**config.mk**
```make
export PLATFORM = sky130hd
export DESIGN_NAME = hazard_controller
export DESIGN_NICKNAME = d
export VERILOG_FILES = /design/src/rtl/hazard_controller.sv
export SDC_FILE = /design/constraint.sdc
export NUM_CORES = 1
export LEC_CHECK = 0
export ABC_AREA = 1
export CELL_PAD_IN_SITES_DETAIL_PLACEMENT = 1
export CELL_PAD_IN_SITES_GLOBAL_PLACEMENT = 1
export CORE_ASPECT_RATIO = 1.1
export CORE_MARGIN = 5
export CORE_UTILIZATION = 38
export CTS_BUF_LIST = sky130_fd_sc_hd__clkbuf_4 sky130_fd_sc_hd__clkbuf_8
export CTS_CLUSTER_SIZE = 40
export DETAILED_ROUTE_END_ITERATION = 8
export PLACE_DENSITY = 0.95
export SYNTH_ARGS = -nofsm -noshare
export SYNTH_HDL_FRONTEND = slang
export SYNTH_SLANG_ARGS = --single-unit
export TNS_END_PERCENT = 5
```
**constraint.sdc**
```tcl
create_clock -name i_clk -period 3.46 [get_ports i_clk]
set_input_delay 0.519 -clock i_clk [delete_from_list [all_inputs] [get_ports i_clk]]
set_output_delay 0.519 -clock i_clk [all_outputs]
set_load 0.01 [all_outputs]
```
**src/rtl/hazard_controller.sv**
```systemverilog
// Pipeline hazard controller: load-use stalls, branch flush bubbles and
// data-memory wait stalls, plus a saturating stall-cycle counter.
module hazard_controller #(
  parameter int FLUSH_CYCLES      = 2,
  parameter int LOAD_STALL_CYCLES = 1,
  parameter int CNT_W             = 16
) (
  input  logic             i_clk,
  input  logic             i_rst_n,
  input  logic [4:0]       i_id_rs1_index,
  input  logic [4:0]       i_id_rs2_index,
  input  logic             i_id_uses_rs2,
  input  logic [4:0]       i_ex_rd_index,
  input  logic             i_ex_mem_read,
  input  logic             i_ex_branch_taken,
  input  logic             i_dmem_busy,
  input  logic             i_cnt_clr,
  output logic             o_pc_stall,
  output logic             o_id_stall,
  output logic             o_ex_stall,
  output logic             o_id_bubble,
  output logic             o_flush_if_id,
  output logic [1:0]       o_state,
  output logic [CNT_W-1:0] o_stall_count
);

  typedef enum logic [1:0] {RUN = 2'd0, LOAD_USE = 2'd1, FLUSH = 2'd2, MEM_WAIT = 2'd3} state_t;

  localparam logic [2:0] FLUSH_INIT = 3'(FLUSH_CYCLES - 1);
  localparam logic [2:0] LOAD_INIT  = 3'(LOAD_STALL_CYCLES - 1);

  state_t     state;
  logic [2:0] cnt, sv;
  logic       hz, mem_stall, ld_stall, bubble, flush;

  assign hz = i_ex_mem_read && (i_ex_rd_index != 5'd0) &&
              ((i_ex_rd_index == i_id_rs1_index) ||
               (i_id_uses_rs2 && (i_ex_rd_index == i_id_rs2_index)));

  always_comb begin
    mem_stall = 1'b0;
    ld_stall  = 1'b0;
    bubble    = 1'b0;
    flush     = 1'b0;
    case (state)
      RUN: begin
        if (i_dmem_busy) mem_stall = 1'b1;
        else if (i_ex_branch_taken) begin
          flush  = 1'b1;
          bubble = 1'b1;
        end else if (hz) begin
          ld_stall = 1'b1;
          bubble   = 1'b1;
        end
      end
      LOAD_USE: begin
        ld_stall = 1'b1;
        bubble   = 1'b1;
      end
      FLUSH: begin
        if (i_dmem_busy) mem_stall = 1'b1;
        else begin
          flush  = 1'b1;
          bubble = 1'b1;
        end
      end
      MEM_WAIT: mem_stall = i_dmem_busy;
      default: ;
    endcase
  end

  // Outputs are forced low for the whole reset window, not just after an edge.
  assign o_pc_stall    = i_rst_n & (mem_stall | ld_stall);
  assign o_id_stall    = i_rst_n & (mem_stall | ld_stall);
  assign o_ex_stall    = i_rst_n & mem_stall;
  assign o_id_bubble   = i_rst_n & bubble;
  assign o_flush_if_id = i_rst_n & flush;
  assign o_state       = state;

  always_ff @(posedge i_clk or negedge i_rst_n) begin
    if (!i_rst_n) begin
      state <= RUN;
      cnt   <= 3'd0;
      sv    <= 3'd0;
    end else begin
      case (state)
        RUN: begin
          if (i_dmem_busy) begin
            state <= MEM_WAIT;
            sv    <= 3'd0;
          end else if (i_ex_branch_taken) begin
            cnt   <= FLUSH_INIT;
            state <= (FLUSH_INIT != 3'd0) ? FLUSH : RUN;
          end else if (hz) begin
            cnt   <= LOAD_INIT;
            state <= (LOAD_INIT != 3'd0) ? LOAD_USE : RUN;
          end
        end
        LOAD_USE: begin
          cnt <= cnt - 3'd1;
          if (cnt == 3'd1) state <= RUN;
        end
        FLUSH: begin
          if (i_dmem_busy) begin
            // Remember how much of the flush is left to resume after the wait.
            sv    <= cnt;
            state <= MEM_WAIT;
          end else begin
            cnt <= cnt - 3'd1;
            if (cnt == 3'd1) state <= RUN;
          end
        end
        MEM_WAIT: begin
          if (!i_dmem_busy) begin
            cnt   <= sv;
            state <= (sv != 3'd0) ? FLUSH : RUN;
          end
        end
        default: state <= RUN;
      endcase
    end
  end

  always_ff @(posedge i_clk or negedge i_rst_n) begin
    if (!i_rst_n)                            o_stall_count <= '0;
    else if (i_cnt_clr)                      o_stall_count <= '0;
    else if (o_pc_stall && o_stall_count != '1) o_stall_count <= o_stall_count + 1'b1;
  end

endmodule

```
-- After elaboration in Yosys (flattened, before gate mapping)
Cells that the tools add are included.
- register bits: 24
- bits of input ports: 22
- output and inout bits: 23
- logic and storage cells: 69
- add/subtract/negate cells: 2
- equal/unequal tests: 13
- muxes and demuxes: 31
- bitwise operators: 5
- reduce and logical (&&, ||, !) cells: 14
- operators with widths (cell ; number):
    16-bit 2-to-1 mux ; 2
    3-bit 2-to-1 mux ; 6
    16-bit by 1-bit adder with 16-bit output, second input constant ; 1
    16-bit inequality test, second input constant ; 1
    2-bit 2-to-1 mux ; 7
    3-bit case mux with 4 select lines ; 1
    5-bit == test ; 2
    1-bit 2-to-1 mux ; 9
    2-bit inequality test, second input constant ; 4
    2-bit case mux with 4 select lines ; 1
    1-bit case mux with 2 select lines ; 3
    3-bit case mux with 2 select lines ; 1
    5-bit nonzero test ; 1
    1-bit bitwise AND ; 4
    2-bit == test, second input constant ; 2
    1-bit logical AND ; 4
    4-bit inequality test, second input constant ; 1
    2-bit AND reduction ; 2
    2-bit nonzero test ; 2
    3-bit by 1-bit == test with 1-bit output, second input constant ; 1
    3-bit inequality test, second input constant ; 1
    1-bit case mux with 3 select lines ; 1
    3-bit AND reduction ; 1
    3-bit nonzero test ; 1
    6 further kinds ; 6

-- Longest topological paths before layout
- depth in word-level cells: 13
- depth in mapped cells: 13
- mapped depth without buffers: 12

-- Worst setup path after synthesis
Ideal clock, no wire load.
- path type: register -> output
- start: register state[0] (netlist: o_state[0])
- end: output port o_pc_stall
- arrival time: 1594 ps
- data required time: 2941 ps
- path slack: 1347 ps
- stages on the path, launching flop included: 9
- buffers on the path: 2
- path through: dfrtp_1 inv_1 ha_1 buf_2 inv_1 nor2_1 nand3_1 a21oi_1 buf_4
- cells in the longest elaborated chain, start to end: 5
- elaborated cells on any way between the ends: 9
- classes of those cells: eq/ne: 3; mux: 2; bitwise: 2; reduce/logical: 2
- RTL lines (item ; RTL line ; text):
    start: declaration ; 32 ; state_t state;
    start signal: assignment ; 93 ; state <= (FLUSH_INIT != 3'd0) ? FLUSH : RUN;
    start signal: assignment ; 96 ; state <= (LOAD_INIT != 3'd0) ? LOAD_USE : RUN;
    start signal: assignment ; 116 ; state <= (sv != 3'd0) ? FLUSH : RUN;
    2-bit == test / 2-bit logical NOT (equally long branches) ; 45 ; case (state)
    2-bit OR reduction (no line) ; - ;
    1-bit case mux with 2 select lines ; 45 ;
    1-bit bitwise OR (*) ; - ;
    1-bit bitwise AND (*) ; - ;
    end: declaration ; 18 ; output logic o_pc_stall,
Every way passes the cells marked *; elsewhere a longest branch is shown, timed or not.

-- Worst setup path in the final report
- start: register state[0] (netlist: o_state[0])
- end: output port o_id_stall
- cells in the longest elaborated chain, start to end: 5
- elaborated cells on any way between the ends: 9
- classes of those cells: eq/ne: 3; mux: 2; bitwise: 2; reduce/logical: 2
- RTL lines (item ; RTL line ; text):
    2-bit == test / 2-bit logical NOT (equally long branches) ; 45 ;
    2-bit OR reduction (no line) ; - ;
    1-bit case mux with 2 select lines ; 45 ;
    1-bit bitwise OR (*) ; 74 ; assign o_id_stall = i_rst_n & (mem_stall | ld_stall);
    1-bit bitwise AND (*) ; 74 ;
    end: declaration ; 19 ; output logic o_id_stall,
Marked as above.

==> results by group <==
Yosys
  • Mux share of post-synthesis cell area: 0
  • Yosys reg bits: 24
  • Ys flop type: dfrtp_1
  • Mapped Avg Cell Area: 6.54 µm²
  • Post-synthesis cell count: 290
  • XOR/XNOR Fraction of Synth Area: 0.0693
  • Netlist cell types: 28
  • Syn nets: 319
  • Asr flop ratio synth: 1.00
  • Largest family of logic cells by synthesized area: simple AND/OR/NAND/NOR gates
  • Compound-Gate Fraction of Synth Area: 0.0739
  • Sequential area share after synthesis: 0.317
  • Cell Area, Synth: 1900 µm²
  • Simple-gate portion of the synthesized area: 0.396
  • Post-synth EDFFs: 0
  • Yosys warns: 0
  • Post-synthesis adder-cell area fraction: 0.0462

Routing
  • Routed Antenna Nets: 0
  • Via density: 5.14
  • Vias: approximately 2.0k
  • DRT iter0 DRCs: 54
  • Post-Route WL: 5.66 mm
  • Residual DRC: 0
  • Avg WL per Cell: roughly 15 µm
  • Drt pass-1 iters: 4

Placed design
  • RD Place Congestion: 0.834
  • Pre-CTS WS: 527 ps
  • DP HPWL: 4.34 mm
  • Port-buffer cells: 44
  • DP Area: 2370 µm²

Timing
  • Final WS setup: 524 ps
  • FMAX: ~340 MHz
  • Tcrit/Tclk final: 0.849
  • Max transition margin: 0.578
  • Final setup fails: 0
  • Worst Tran Pin Value: 631 ps
  • Final hold violations: 0
  • Total negative slack: 0 ps
  • Unrepaired setup endpoints after global routing: false
  • Final hold slack: between 500 and 600 ps
  • Clock Skew: around 1.9 ps
  • Min cycle time layout: approximately 3000 ps
  • Max-slew violations: 0

Global route
  • GRT Overall Usage: 0.182
  • Overflow after GRT: 0
  • Largest net degree at the start of global routing: 26
  • Number of global-route vias before repair: 2158
  • Initial antenna violation count: 0
  • First-pass GRT wire length: about 9.9 mm

Worst setup path
  • Worst-path fanout max: 8
  • Worst Setup Start Kind: flip-flop
  • Worst r2r path cells: 10
  • Crit end category: output pin
  • RR Endpoint: o_stall_count[4]$_DFFE_PN0P_
  • Critical path class: flip-flop to output pin
  • R2r setup slk: ~1300 ps
  • Critical Path RT: ~2900 ps
  • FF-to-FF Start: o_state[0]$_DFFE_PN0P_
  • CP Data Arrival Time: 2420 ps

Hold path
  • HP Class: flip-flop to flip-flop
  • Hold_sp: sv[1]$_DFFE_PN0P_
  • Hold Path End: sv[1]$_DFFE_PN0P_
  • Hold depth: 2

Clock network
  • CTS Buf Count: 3
  • CTS Root Cell: clkbuf_8
  • Cts hold-fix bufs: 0
  • Clock tree buffer depth: 2
  • Worst skew pair latency: 270 ps
  • Post-CTS Resized: 0
  • Clock sink count: 24
  • H-tree depth: 1
  • Worst-path clk slew: 90 ps
  • CTS tree: yes
  • # Post-CTS Setup Buffers: 0

Pwr
  • Leakage: 1.22 nW
  • Flop pwr share: 0.316
  • Pint: just over 0.7 mW
  • Logic pwr share: 0.474
  • VDD IR max: approximately 0.27 mV
  • Sw Pwr: 0.469 mW
  • Clock group share of total power: 0.210
  • Sw Ratio: 0.395
  • Power density over the cells: 485 nW/µm²

Layout
  • Most frequent cells in the layout: nand2_1 (91), clkdlybuf4s50_1 (44), nor2_1 (37)
  • Antenna Cells: 0
  • Nets: 362
  • Synthesis-to-finish area growth: 29.0%
  • Reg area: 601 µm²
  • Finished layout cell area: 2450 µm²
  • Fillers: 666
  • Most common cell after layout, fill and taps aside: nand2_1
  • Proportion of layout cells with a drive suffix above 1: 0.0452
  • Area taken by multi-input logic gates: 1110 µm²

Die
  • Core Area: 4930 µm²
  • I/O Pins: 45
  • Initial Util: 0.385
  • Die Wd: 77.4 µm
  • Row cnt: 27
  • Die Footprint: 6510 µm²
  • Die H: 84.1 µm

Job
  • Max-cap violations: 0

Status
  • Outcome: complete, no violations
==> synthesized netlist by cell type (4+ instances only) <==
library cell,count,share of area
inv_1,30,0.059
xor2_1,10,0.046
nor2_1,37,0.073
xnor2_1,5,0.023
nor3_1,4,0.011
a21oi_1,8,0.021
nand3_1,32,0.084
inv_2,5,0.0099
dfrtp_1,24,0.32
ha_1,7,0.046
nand4_1,4,0.013
nand2_1,91,0.18
clkbuf_1,4,0.0079
o21ai_0,13,0.034
==> critical path, stage by stage (launching register included) <==
cell and delay, ps:
dfrtp_1 440, inv_1 130, ha_1 320, inv_1 150
nor2_1 210, nand3_1 130, a21oi_1 190, clkdlybuf4s50_1 570
==> sequential cells by signal (all words and copies together), names as in the netlist <==
| signal | count |
|---|---|
| cnt | 3 |
| o_stall_count | 16 |
| o_state | 2 |
| sv | 3 |
==> area by class of cell <==
class                      instances  area share
clock buffer                       3      0.0169
clock inverter                     1      0.0123
inverter                          36      0.0552
multi-input combinational        222       0.454
sequential                        24       0.246
tap                               58      0.0297
timing repair buffer              46       0.186
==> worst max path at each step <==
stage	startpoint	to	slack (ps)	cells past startpoint
floorplan	o_state[0]$_DFFE_PN0P_	o_pc_stall	1350	8
global placement	i_ex_rd_index[3]	o_id_bubble	600	12
global route	i_ex_rd_index[0]	o_id_bubble	280	12
detailed placement	i_ex_rd_index[4]	o_id_bubble	530	12
CTS	i_ex_rd_index[4]	o_id_bubble	520	12
finish	o_state[0]$_DFFE_PN0P_	o_id_stall	520	7
==> layer usage <==
metal | track usage | up-vias | routed length, µm
met2 | 0.331 | 38 | 2960
li1 | - | 998 | -
met3 | 0.0248 | 9 | 182
met4 | 0.0469 | 0 | 91
met5 | 0 | - | 0
met1 | 0.223 | 959 | 2420
==> power by group through the flow <==
stage	sequential, mW	clock (mW)	combinational, mW
floorplan	0.378	0	0.363
global placement	0.376	0	0.543
detailed placement	0.381	0	0.565
CTS	0.375	0.251	0.567
global route	0.381	0.262	0.642
finish	0.375	0.250	0.562
==> metrics by stage <==
| step | total power [mW] | std cells | util |
|---|---|---|---|
| after floorplan | 0.741 | 290 | - |
| after global placement | 0.919 | 386 | 0.481 |
| after detailed placement | 0.946 | 386 | 0.481 |
| after CTS | 1.19 | 390 | 0.496 |
| after global routing | 1.28 | 390 | 0.496 |
| final | 1.19 | 390 | 0.496 |
==> kinds of logic (layout without fill, tap and decap cells) <==
| family | Yosys count | after routing |
|---|---|---|
| buf+inv | 44 | 86 |
| fa+ha+maj | 7 | 7 |
| xor+xnor | 15 | 15 |
| compound gates | 26 | 26 |
| simple gates | 174 | 174 |
| flops | 24 | 24 |
No activity file was read; power rests on OpenSTA's default activity.
